===== src/rtl/cc_gate_logic_pkg.sv =====
// Shared encodings for the gate-logic pipe: operation select codes and buffer occupancy states.
package cc_gate_logic_pkg;

    localparam logic [1:0] OP_AND  = 2'b00;
    localparam logic [1:0] OP_OR   = 2'b01;
    localparam logic [1:0] OP_XOR  = 2'b10;
    localparam logic [1:0] OP_NAND = 2'b11;

    typedef enum logic [1:0] {
        EMPTY   = 2'd0,
        PARTIAL = 2'd1,
        FULL    = 2'd2
    } fifo_state_e;

endpackage


===== src/rtl/cc_gate_logic_fifo.sv =====
// Result buffer: DEPTH entries of WIDTH bits, wrapping pointers, count and occupancy state.
// Head reads as zero while empty; reset clears every entry.
module cc_gate_logic_fifo
    import cc_gate_logic_pkg::*;
#(
    parameter int WIDTH = 8,
    parameter int DEPTH = 2
) (
    input  logic             clk,
    input  logic             srst,
    input  logic             i_push,
    input  logic [WIDTH-1:0] i_push_data,
    input  logic             i_pop,
    output logic [WIDTH-1:0] o_head,
    output logic             o_valid,
    output logic             o_ready
);

    localparam int PW = $clog2(DEPTH);
    localparam int CW = PW + 1;

    fifo_state_e                   r_state;
    fifo_state_e                   w_state_next;
    logic [CW-1:0]                 r_count;
    logic [CW-1:0]                 w_count_next;
    logic [PW-1:0]                 r_wr_ptr;
    logic [PW-1:0]                 r_rd_ptr;
    logic                          w_push;
    logic                          w_pop;
    logic [DEPTH-1:0][WIDTH-1:0]   w_entries;

    assign w_push = i_push && (r_state != FULL);
    assign w_pop  = i_pop  && (r_state != EMPTY);

    for (genvar gi = 0; gi < DEPTH; gi++) begin : g_entry
        logic [WIDTH-1:0] r_entry;

        always_ff @(posedge clk) begin
            if (srst) begin
                r_entry <= '0;
            end else if (w_push && (r_wr_ptr == PW'(gi))) begin
                r_entry <= i_push_data;
            end
        end

        assign w_entries[gi] = r_entry;
    end

    always_comb begin
        w_count_next = r_count;
        case ({w_push, w_pop})
            2'b10:   w_count_next = r_count + CW'(1);
            2'b01:   w_count_next = r_count - CW'(1);
            default: w_count_next = r_count;
        endcase

        w_state_next = PARTIAL;
        if (w_count_next == '0) begin
            w_state_next = EMPTY;
        end else if (w_count_next == CW'(DEPTH)) begin
            w_state_next = FULL;
        end
    end

    // DEPTH is a power of two, so plain increment wraps DEPTH-1 -> 0.
    always_ff @(posedge clk) begin
        if (srst) begin
            r_state  <= EMPTY;
            r_count  <= '0;
            r_wr_ptr <= '0;
            r_rd_ptr <= '0;
        end else begin
            r_state <= w_state_next;
            r_count <= w_count_next;
            if (w_push) begin
                r_wr_ptr <= r_wr_ptr + PW'(1);
            end
            if (w_pop) begin
                r_rd_ptr <= r_rd_ptr + PW'(1);
            end
        end
    end

    assign o_valid = (r_state != EMPTY);
    assign o_ready = (r_state != FULL);
    assign o_head  = (r_state == EMPTY) ? '0 : w_entries[r_rd_ptr];

endmodule


===== src/rtl/cc_gate_logic_pipe.sv =====
// Bitwise gate pipe: AND/OR/XOR/NAND of two operands, results queued with valid/ready on both sides.
// Define CC_GATE_LOGIC_PIPE_ZERO_FLAG_EN to add the per-entry zero flag output.
module cc_gate_logic_pipe
    import cc_gate_logic_pkg::*;
#(
    parameter int DATAWIDTH_BUS = 8,
    parameter int DEPTH         = 2
) (
    input  logic                     CC_GATE_LOGIC_PIPE_CLOCK_50,
    input  logic                     CC_GATE_LOGIC_PIPE_RESET_InHigh,
    input  logic [DATAWIDTH_BUS-1:0] CC_GATE_LOGIC_PIPE_a_In,
    input  logic [DATAWIDTH_BUS-1:0] CC_GATE_LOGIC_PIPE_b_In,
    input  logic [1:0]               CC_GATE_LOGIC_PIPE_op_In,
    input  logic                     CC_GATE_LOGIC_PIPE_valid_In,
    output logic                     CC_GATE_LOGIC_PIPE_ready_Out,
    output logic [DATAWIDTH_BUS-1:0] CC_GATE_LOGIC_PIPE_z_Out,
    output logic                     CC_GATE_LOGIC_PIPE_valid_Out,
`ifdef CC_GATE_LOGIC_PIPE_ZERO_FLAG_EN
    output logic                     CC_GATE_LOGIC_PIPE_zero_Out,
`endif
    input  logic                     CC_GATE_LOGIC_PIPE_ready_In
);

`ifdef CC_GATE_LOGIC_PIPE_ZERO_FLAG_EN
    localparam int FW = DATAWIDTH_BUS + 1;
`else
    localparam int FW = DATAWIDTH_BUS;
`endif

    logic [DATAWIDTH_BUS-1:0] w_result;
    logic [FW-1:0]            w_push_data;
    logic [FW-1:0]            w_head;
    logic                     w_push;
    logic                     w_pop;

    always_comb begin
        w_result = '0;
        case (CC_GATE_LOGIC_PIPE_op_In)
            OP_AND:  w_result = CC_GATE_LOGIC_PIPE_a_In & CC_GATE_LOGIC_PIPE_b_In;
            OP_OR:   w_result = CC_GATE_LOGIC_PIPE_a_In | CC_GATE_LOGIC_PIPE_b_In;
            OP_XOR:  w_result = CC_GATE_LOGIC_PIPE_a_In ^ CC_GATE_LOGIC_PIPE_b_In;
            OP_NAND: w_result = ~(CC_GATE_LOGIC_PIPE_a_In & CC_GATE_LOGIC_PIPE_b_In);
            default: w_result = '0;
        endcase
    end

    // Handshakes qualify on registered occupancy only, so ready never depends on ready_In.
    assign w_push = CC_GATE_LOGIC_PIPE_valid_In && CC_GATE_LOGIC_PIPE_ready_Out;
    assign w_pop  = CC_GATE_LOGIC_PIPE_valid_Out && CC_GATE_LOGIC_PIPE_ready_In;

`ifdef CC_GATE_LOGIC_PIPE_ZERO_FLAG_EN
    assign w_push_data                 = {(w_result == '0), w_result};
    assign CC_GATE_LOGIC_PIPE_z_Out    = w_head[DATAWIDTH_BUS-1:0];
    assign CC_GATE_LOGIC_PIPE_zero_Out = w_head[DATAWIDTH_BUS];
`else
    assign w_push_data                 = w_result;
    assign CC_GATE_LOGIC_PIPE_z_Out    = w_head;
`endif

    cc_gate_logic_fifo #(
        .WIDTH (FW),
        .DEPTH (DEPTH)
    ) u_fifo (
        .clk         (CC_GATE_LOGIC_PIPE_CLOCK_50),
        .srst        (CC_GATE_LOGIC_PIPE_RESET_InHigh),
        .i_push      (w_push),
        .i_push_data (w_push_data),
        .i_pop       (w_pop),
        .o_head      (w_head),
        .o_valid     (CC_GATE_LOGIC_PIPE_valid_Out),
        .o_ready     (CC_GATE_LOGIC_PIPE_ready_Out)
    );

endmodule


===== config.mk =====
export PLATFORM = sky130hd
export DESIGN_NAME = cc_gate_logic_pipe
export DESIGN_NICKNAME = d
export VERILOG_FILES = /design/src/rtl/cc_gate_logic_pkg.sv /design/src/rtl/cc_gate_logic_fifo.sv /design/src/rtl/cc_gate_logic_pipe.sv
export SDC_FILE = /design/constraint.sdc
export NUM_CORES = 1
export LEC_CHECK = 0
export CAP_MARGIN = 10
export CORE_MARGIN = 2
export CORE_UTILIZATION = 54
export CTS_CLUSTER_DIAMETER = 40
export DETAILED_ROUTE_END_ITERATION = 6
export PLACE_DENSITY_LB_ADDON = 0.12
export SLEW_MARGIN = 40
export SYNTH_ARGS = -nofsm -noshare
export SYNTH_HDL_FRONTEND = slang
export SYNTH_SLANG_ARGS = --single-unit

===== constraint.sdc =====
create_clock -name CC_GATE_LOGIC_PIPE_CLOCK_50 -period 3.58 [get_ports CC_GATE_LOGIC_PIPE_CLOCK_50]
set_input_delay 0.358 -clock CC_GATE_LOGIC_PIPE_CLOCK_50 [delete_from_list [all_inputs] [get_ports CC_GATE_LOGIC_PIPE_CLOCK_50]]
set_output_delay 0.358 -clock CC_GATE_LOGIC_PIPE_CLOCK_50 [all_outputs]
set_load 0.005 [all_outputs]

# Yosys cells after proc, flatten, opt, wreduce, memory -nomap -nowiden
# Index checks and enable logic that the tools add are counted.
op_classes:
  add_sub_neg: 4
  order_cmp: 1
  n_eq_ne: 7
  muxes: 6
  bitwise: 5
  reduce_logical: 11
op_table:
  columns: ["cell", "count"]
  rows:
  - ["8-bit case mux with 4 select lines", 1]
  - ["8-bit 2-to-1 mux", 3]
  - ["8-bit AND", 1]
  - ["2-bit == test, second input constant", 4]
  - ["8-bit NOT", 1]
  - ["8-bit bitwise OR", 1]
  - ["8-bit bitwise XOR", 1]
  - ["1-bit logical AND", 6]
  - ["2-bit logical NOT", 3]
  - ["2-bit by 1-bit == test with 1-bit output, second input constant", 2]
  - ["2-bit case mux with 2 select lines", 1]
  - ["1-bit adder, second input constant", 2]
  - ["2-bit by 1-bit adder with 2-bit output, second input constant", 1]
  - ["1-bit by 2-bit < comparator with 1-bit output, second input constant", 1]
  - ["2-bit 2-to-1 mux", 1]
  - ["2-bit != test, second input constant", 1]
  - ["2-bit nonzero test", 1]
  - ["2-bit OR reduction", 1]
  - ["2-bit by 1-bit subtractor with 2-bit output, second input constant", 1]
  - ["1-bit NOT", 1]
word_totals:
  ff_bits: 22
  out_inout_bits: 10
  word_cells: 40

# Longest topological paths before layout
# Gate-level depths: netlist of run 1.
depth:
  depth_word: 7
  ltp_mapped: 7
  depth_no_buf: 7

# Cells and area by module
# Synthesis of run 1 repeated with hierarchy kept, for this count alone.
unflattened:
  cells_unflattened: 181
  area_unflattened_um2: 1626.6
modules_own_cells:
  columns: ["module", "n_inst", "cells_per_inst", "area_per_inst_um2", "seq_area_each_um2"]
  rows:
  - ["cc_gate_logic_fifo", 1, 120, 1061.0, 440.4]
  - ["cc_gate_logic_pipe", 1, 61, 565.5, 0.0]

# Worst setup path before layout of run 1
# Ideal clock, no wire load.
synth_path:
  path_kind: "flip-flop to flip-flop"
  from: "reg u_fifo.r_state[0]"
  to: "reg u_fifo.r_count[1]"
  setup_ns: 0.070
  arrival_ns: 1.448
  t_required_ns: 3.510
  path_slack_ns: 2.063
  stages_incl_launch_ff: 6
  path_cell_list: "dfxtp_1 > o21ai_0 > inv_1 > ha_1 > or3_1 > a21oi_1"
synth_between:
  elab_chain_cells: 5
synth_lines:
  columns: ["element", "line_no", "rtl"]
  rows:
  - ["from (decl)", "cc_gate_logic_fifo.sv:22", "fifo_state_e r_state;"]
  - ["from (signal assigned)", "cc_gate_logic_fifo.sv:73", "r_state <= w_state_next;"]
  - ["2-bit nonzero test *", "cc_gate_logic_fifo.sv:33, cc_gate_logic_fifo.sv:84", null]
  - ["1-bit logical AND", "cc_gate_logic_pipe.sv:49", "assign w_pop = CC_GATE_LOGIC_PIPE_valid_Out && CC_GATE_LOGIC_PIPE_ready_In;"]
  - ["1-bit logical AND *", "cc_gate_logic_fifo.sv:33", "assign w_pop = i_pop && (r_state != EMPTY);"]
  - ["named net u_fifo.w_pop", "cc_gate_logic_fifo.sv:29", "logic w_pop;"]
  - ["2-bit by 1-bit == test with 1-bit output or 2-bit == test (tied branches)", "cc_gate_logic_fifo.sv:51", "case ({w_push, w_pop})"]
  - ["2-bit case mux with 2 select lines *", "cc_gate_logic_fifo.sv:51", null]
  - ["to (signal assigned)", "cc_gate_logic_fifo.sv:74", "r_count <= w_count_next;"]
  - ["to (decl)", "cc_gate_logic_fifo.sv:24", "logic [CW-1:0] r_count;"]
# Mark *: on every way through the listed nets, which the timed path passes. The rest lies on a longest branch.
# A chain may end at the register's enable or synchronous reset.

# Worst setup path in the final report of run 1
layout_path:
  from: "reg u_fifo.r_rd_ptr"
  to: "out CC_GATE_LOGIC_PIPE_z_Out[4]"
layout_between:
  elab_chain_cells: 3
layout_lines:
  columns: ["element", "line_no", "rtl"]
  rows:
  - ["from (decl)", "cc_gate_logic_fifo.sv:27", "logic [PW-1:0] r_rd_ptr;"]
  - ["from (signal assigned)", "cc_gate_logic_fifo.sv:79", "r_rd_ptr <= r_rd_ptr + PW'(1);"]
  - ["8-bit 2-to-1 mux (implied by the code) (2 in series)", "cc_gate_logic_fifo.sv:86", "assign o_head = (r_state == EMPTY) ? '0 : w_entries[r_rd_ptr];"]
  - ["8-bit 2-to-1 mux", "cc_gate_logic_fifo.sv:86", null]
  - ["to (decl)", "cc_gate_logic_pipe.sv:16", "output logic [DATAWIDTH_BUS-1:0] CC_GATE_LOGIC_PIPE_z_Out,"]
# No other way between the ends. The select of a mux whose other input is x is not followed.

==> reports/qor.yml, run 1 <==
run_status:
  outcome: "finished clean"
floorplan:
  dieArea_mm2: 0.00320
  initial_utilization: 0.556
  coreArea_mm2: 0.00269
  fp.dieH_um: 56.6
  die_w_um: 56.6
  rows: 19
  io_pins: 32
clocking:
  cts.sinks: 22
  cts_tree: "done"
  clk_pin_slew_ns: 0.13
  cts_resized: 0
  clk_latency_ns: 0.31
  numCtsBuffers: 3
  cts-htree-levels: 1
  cts_root_buf: "clkbuf_4"
  clockBufferDepth: 2
  cts_setup_buffers: 0
  cts-hold-fix-buffers: 0
final_layout:
  final_util: 0.695
  final_cell_area_mm2: 0.00187
  diodes: 0
  stdcell_count: 224
  final_net_count: 233
  area_growth_pct: 25.0
  drive_gt1_frac: 0.0984
  fill_cells: 219
timing:
  hold_violations: 0
  tightest_slew_ns: 0.608
  maxSlewViolCount: 0
  setup_violations: 0
  tns_ns: 0
  fmax_mhz: 462
  rsz0062_at_grt: "no"
  min_period_over_period: 0.604
  fin_crit_ns: 2.16
  slew_headroom: 0.593
  skew_ns: 0.00861
  setup_slack_ns: 1.42
  hold_slack_ns: 0.480
detailed_routing:
  first_iter_violations: 38
  ant_nets: 0
  avgRoutedWirePerCell_um: 13.4
  drt_wl_total_um: 3000
  via_per_inst: 5.46
  drc: 0
  drt-pass1-iter-count: 4
  vias: 1223
power_and_ir_drop:
  p_leak_nw: 0.818
  switchingPower_uw: 275
  clkPwrFrac: 0.226
  pwr-share-seq: 0.406
  p_int_uw: 564
  ir_worst_vdd_mv: 0.411
  p_total_uw: 840
  power_density_mw_per_mm2: 450
  pwr-share-comb: 0.369
  netSwitchingFraction: 0.328
global_route:
  grt_pass1_wl_um: 5350
  grt_pass1_vias: 1229
  grt_usage: 0.210
  grt.overflow.total: 0
  grt_max_degree: 21
  grt_antenna_before_repair: 0
min_path:
  holdPathStages: 1
  hold_class: "reg2reg"
critical_path:
  cp.arrival_ns: 1.81
  crit_fanout: 9
  path_class: "reg2out"
  r2r_cells: 5
  cp-end-kind: "output port"
  critPathLaunchType: "flip-flop"
  critical_path_required_ns: 3.22
logic_synthesis:
  synth_area_leaders: "dfxtp_1, mux2i_1, ha_1, inv_1, mux2_2"
  seq_area_frac_synth: 0.295
  async_reset_ff_frac: 0
  synthTopCellsByCount: "dfxtp_1, mux2i_1, inv_1"
  syn_nets: 202
  synth_ff_type: "dfxtp_1"
  synthCells: 163
  synth-edff-count: 0
  ys.warnings.count: 0
  postSynthAreaPerCell_um2: 9.17
  syn-cell-area_mm2: 0.00149
  ys_ff_latch: 22
  synthDistinctLibCells: 33
  synth_top_area_share: 0.295
  yosysTopAreaCell: "dfxtp_1"
place:
  place_area_mm2: 0.00182
  port_buffers: 31
  place_inst: 220
  dp_slack_ns: 1.28
  place.gp.congestion: 0.783
  dpl.hpwl_um: 2300
run:
  cap_violations: 0
logic make-up (layout without fill, tap and decap cells):
family / count (synthesis) / after routing / synth area share
and+or+nand+nor: 34 / 34 / 0.120
muxes: 29 / 29 / 0.200
buffers and inverters: 28 / 58 / 0.0754
xor gates and xnor gates: 3 / 3 / 0.0176
DFF: 22 / 22 / 0.295
adders and majority gates: 17 / 17 / 0.142
AOI/OAI and AO/OA: 30 / 30 / 0.150
routing by layer:
layer	global-route usage	share of wire	vias to the layer above	wire (µm)
li1	-	-	626	-
met1	0.250	0.46	567	1370
met2	0.372	0.50	24	1500
met3	0.0346	0.028	6	83
met4	0.0816	0.014	0	41
met5	0	0	-	0
cell type report:
cell class	instances	area [µm²]	share of cell area
clock buffers	3	22.5	0.0121
clock inverters	1	30.0	0.0161
inverters	23	88.8	0.0476
multi-input cells	113	941	0.504
flip-flops and latches	22	440	0.236
well taps	31	38.8	0.0208
repair buffers	31	305	0.164
worst max-delay path, stage by stage (launching register included):
cell and delay, ns:
dfxtp_1 0.70, mux2i_1 0.27, nor2_1 0.06, clkdlybuf4s50_1 0.47
power by group through the flow:
stage / sequential (mW) / clock (mW) / combinational [mW]
6_report: 0.340 / 0.190 / 0.309
5_1_grt: 0.347 / 0.203 / 0.346
4_1_cts: 0.341 / 0.191 / 0.314
3_5_place_dp: 0.345 / 0 / 0.312
3_3_place_gp: 0.341 / 0 / 0.303
2_1_floorplan: 0.320 / 0 / 0.214
path summary, 6_finish.rpt:
path,slack [ns],end,startpoint
hold / removal,0.48,u_fifo.g_entry[1].r_entry[5],u_fifo.g_entry[1].r_entry[5]
setup reg to reg,1.91,u_fifo.r_state[1],u_fifo.r_state[0]
setup / recovery,1.42,CC_GATE_LOGIC_PIPE_z_Out[4],u_fifo.r_rd_ptr
hold reg to reg,0.48,u_fifo.g_entry[1].r_entry[5],u_fifo.g_entry[1].r_entry[5]
registers in the layout, summed over array words and instances, names as in the netlist:
signal	cells
u_fifo.g_entry.r_entry	16
u_fifo.r_state	2
u_fifo.r_count	2
u_fifo.r_wr_ptr	1
u_fifo.r_rd_ptr	1
layout by cell type, fill, tap and decap left out, drive strengths merged, types with 2 or more instances in the layout:
| master | instances |
|---|---|
| o2bb2ai | 7 |
| o22ai | 7 |
| clkdlybuf4s50 | 30 |
| o31ai | 2 |
| dfxtp | 22 |
| a31oi | 2 |
| nand2 | 11 |
| mux2 | 7 |
| a21oi | 4 |
| nor2b | 5 |
| mux2i | 22 |
| nor2 | 12 |
| ha | 17 |
| xor2 | 2 |
| inv | 23 |
| nand4 | 2 |
| clkbuf | 3 |
| o21ai | 3 |
Note: power is estimated with default switching activity, not from simulation.
==> run 2: changes to the inputs <==
--- a/config.mk
+++ b/config.mk
@@ -7,7 +7,7 @@
 export LEC_CHECK = 0
 export CAP_MARGIN = 10
 export CORE_MARGIN = 2
-export CORE_UTILIZATION = 54
+export CORE_UTILIZATION = 50
 export CTS_CLUSTER_DIAMETER = 40
 export DETAILED_ROUTE_END_ITERATION = 6
 export PLACE_DENSITY_LB_ADDON = 0.12
==> constraint.sdc (replaced) <==
create_clock -name CC_GATE_LOGIC_PIPE_CLOCK_50 -period 2 [get_ports CC_GATE_LOGIC_PIPE_CLOCK_50]
set_input_delay 0.2 -clock CC_GATE_LOGIC_PIPE_CLOCK_50 [delete_from_list [all_inputs] [get_ports CC_GATE_LOGIC_PIPE_CLOCK_50]]
set_output_delay 0.2 -clock CC_GATE_LOGIC_PIPE_CLOCK_50 [all_outputs]
set_load 0.005 [all_outputs]
==> reports/qor.yml, run 2 (synthesis gave the netlist of run 1 again) <==
clocking:
  cts_tree: "done"
  clockBufferDepth: 2
  cts_root_buf: "clkbuf_4"
  cts_resized: 0
  cts-htree-levels: 1
  cts.sinks: 22
  cts-hold-fix-buffers: 0
  clk_pin_slew_ns: 0.12
  cts_setup_buffers: 0
  numCtsBuffers: 3
  clk_latency_ns: 0.30
final_layout:
  reg_top3: "u_fifo.g_entry.r_entry (16), u_fifo.r_count (2), u_fifo.r_state (2)"
  area_growth_pct: 28.1
  final_cell_area_mm2: 0.00191
  mostFrequentLayoutCell: "clkdlybuf4s50_1"
  final_cell_mix: "clkdlybuf4s50_1, mux2i_1, dfxtp_1"
  drive_gt1_frac: 0.121
  fill_cells: 242
  largest_reg_flops: 16
  diodes: 0
  regMostFlops: "u_fifo.g_entry.r_entry"
  final_net_count: 239
detailed_routing:
  drt_wl_total_um: 3140
  vias: 1270
  via_per_inst: 5.52
  avgRoutedWirePerCell_um: 13.7
  ant_nets: 0
  first_iter_violations: 85
  drc: 2
  drt-pass1-iter-count: 6
timing:
  tns_ns: 0
  tightest_slew_ns: 0.601
  slew_headroom: 0.598
  fin_crit_ns: 1.83
  setup_violations: 0
  fmax_mhz: 546
  hold_violations: 0
  maxSlewViolCount: 0
  min_period_over_period: 0.916
  rsz0062_at_grt: "no"
  skew_ns: 0.00445
  setup_slack_ns: 0.167
min_path:
  hold_class: "reg2reg"
  holdPathStages: 2
critical_path:
  path_class: "reg2out"
  critPathLaunchType: "flip-flop"
  r2r_setup_slack_ns: 0.33
  r2r_cells: 5
  cp.arrival_ns: 1.63
  critical_path_required_ns: 1.80
  cp-end-kind: "output port"
  crit_fanout: 7
floorplan:
  fp.dieH_um: 58.7
  dieArea_mm2: 0.00344
  io_pins: 32
  rows: 19
  die_w_um: 58.7
  coreArea_mm2: 0.00281
  initial_utilization: 0.533
global_route:
  grt_pass1_vias: 1231
  grt.overflow.total: 0
  grt_max_degree: 21
  grt_antenna_before_repair: 0
  grt_usage: 0.196
  grt_pass1_wl_um: 5290
place:
  dp_slack_ns: 0.216
  place.gp.congestion: 0.768
  port_buffers: 31
  place_area_mm2: 0.00188
  dpl.hpwl_um: 2530
power_and_ir_drop:
  p_leak_nw: 0.845
  ir_worst_vdd_mv: 0.472
  power_density_mw_per_mm2: 758
run_status:
  outcome: "finished with violations"
  violations: "DRC"
run:
  cap_violations: 0
-- run 2: per-stage QoR --
| step | util | hold slack (ns) | power (mW) | instances |
|---|---|---|---|---|
| 6_report | 0.682 | 0.476 | 1.45 | 230 |
| 4_1_cts | 0.682 | 0.475 | 1.46 | 230 |
| 3_5_place_dp | 0.669 | 0.453 | 1.22 | 226 |
| 5_1_grt | 0.682 | 0.493 | 1.55 | 230 |
| 3_3_place_gp | 0.669 | 0.444 | 1.19 | 226 |
| 2_1_floorplan | - | 0.269 | 0.955 | 163 |
-- run 2: path summary, 6_finish.rpt --
path	from	endpoint
max reg2reg	u_fifo.r_state[0]	u_fifo.r_count[1]
max	u_fifo.r_state[0]	CC_GATE_LOGIC_PIPE_z_Out[0]
min	u_fifo.g_entry[0].r_entry[6]	u_fifo.g_entry[0].r_entry[6]
min reg2reg	u_fifo.g_entry[0].r_entry[6]	u_fifo.g_entry[0].r_entry[6]
-- run 2: power breakdown --
group	total, mW	switching [mW]	leakage, nW	internal (mW)
clock	0.246	0.135	0.0210	0.111
sequential	0.575	0.0540	0.180	0.521
combinational	0.630	0.311	0.643	0.319
-- run 2: layer usage --
layer,part of all wire,global-route usage
met4,0.0022,0.0195
met2,0.52,0.374
met5,0,0
met1,0.43,0.231
met3,0.053,0.0440
-- run 2: layout make-up --
class,count,area (µm²),area share
multi-input combinational,113,941,0.492
inverter,23,88.8,0.0464
timing repair buffer,37,368,0.192
tap,31,38.8,0.0203
sequential,22,440,0.230
clock buffer,4,36.3,0.0190
-- run 2: worst max-delay path, cell delays in order (launching register included) --
cell and delay, ns:
dfxtp_1 0.36, nor2_1 0.26, buf_4 0.21, nor2_1 0.05, clkdlybuf4s50_1 0.44
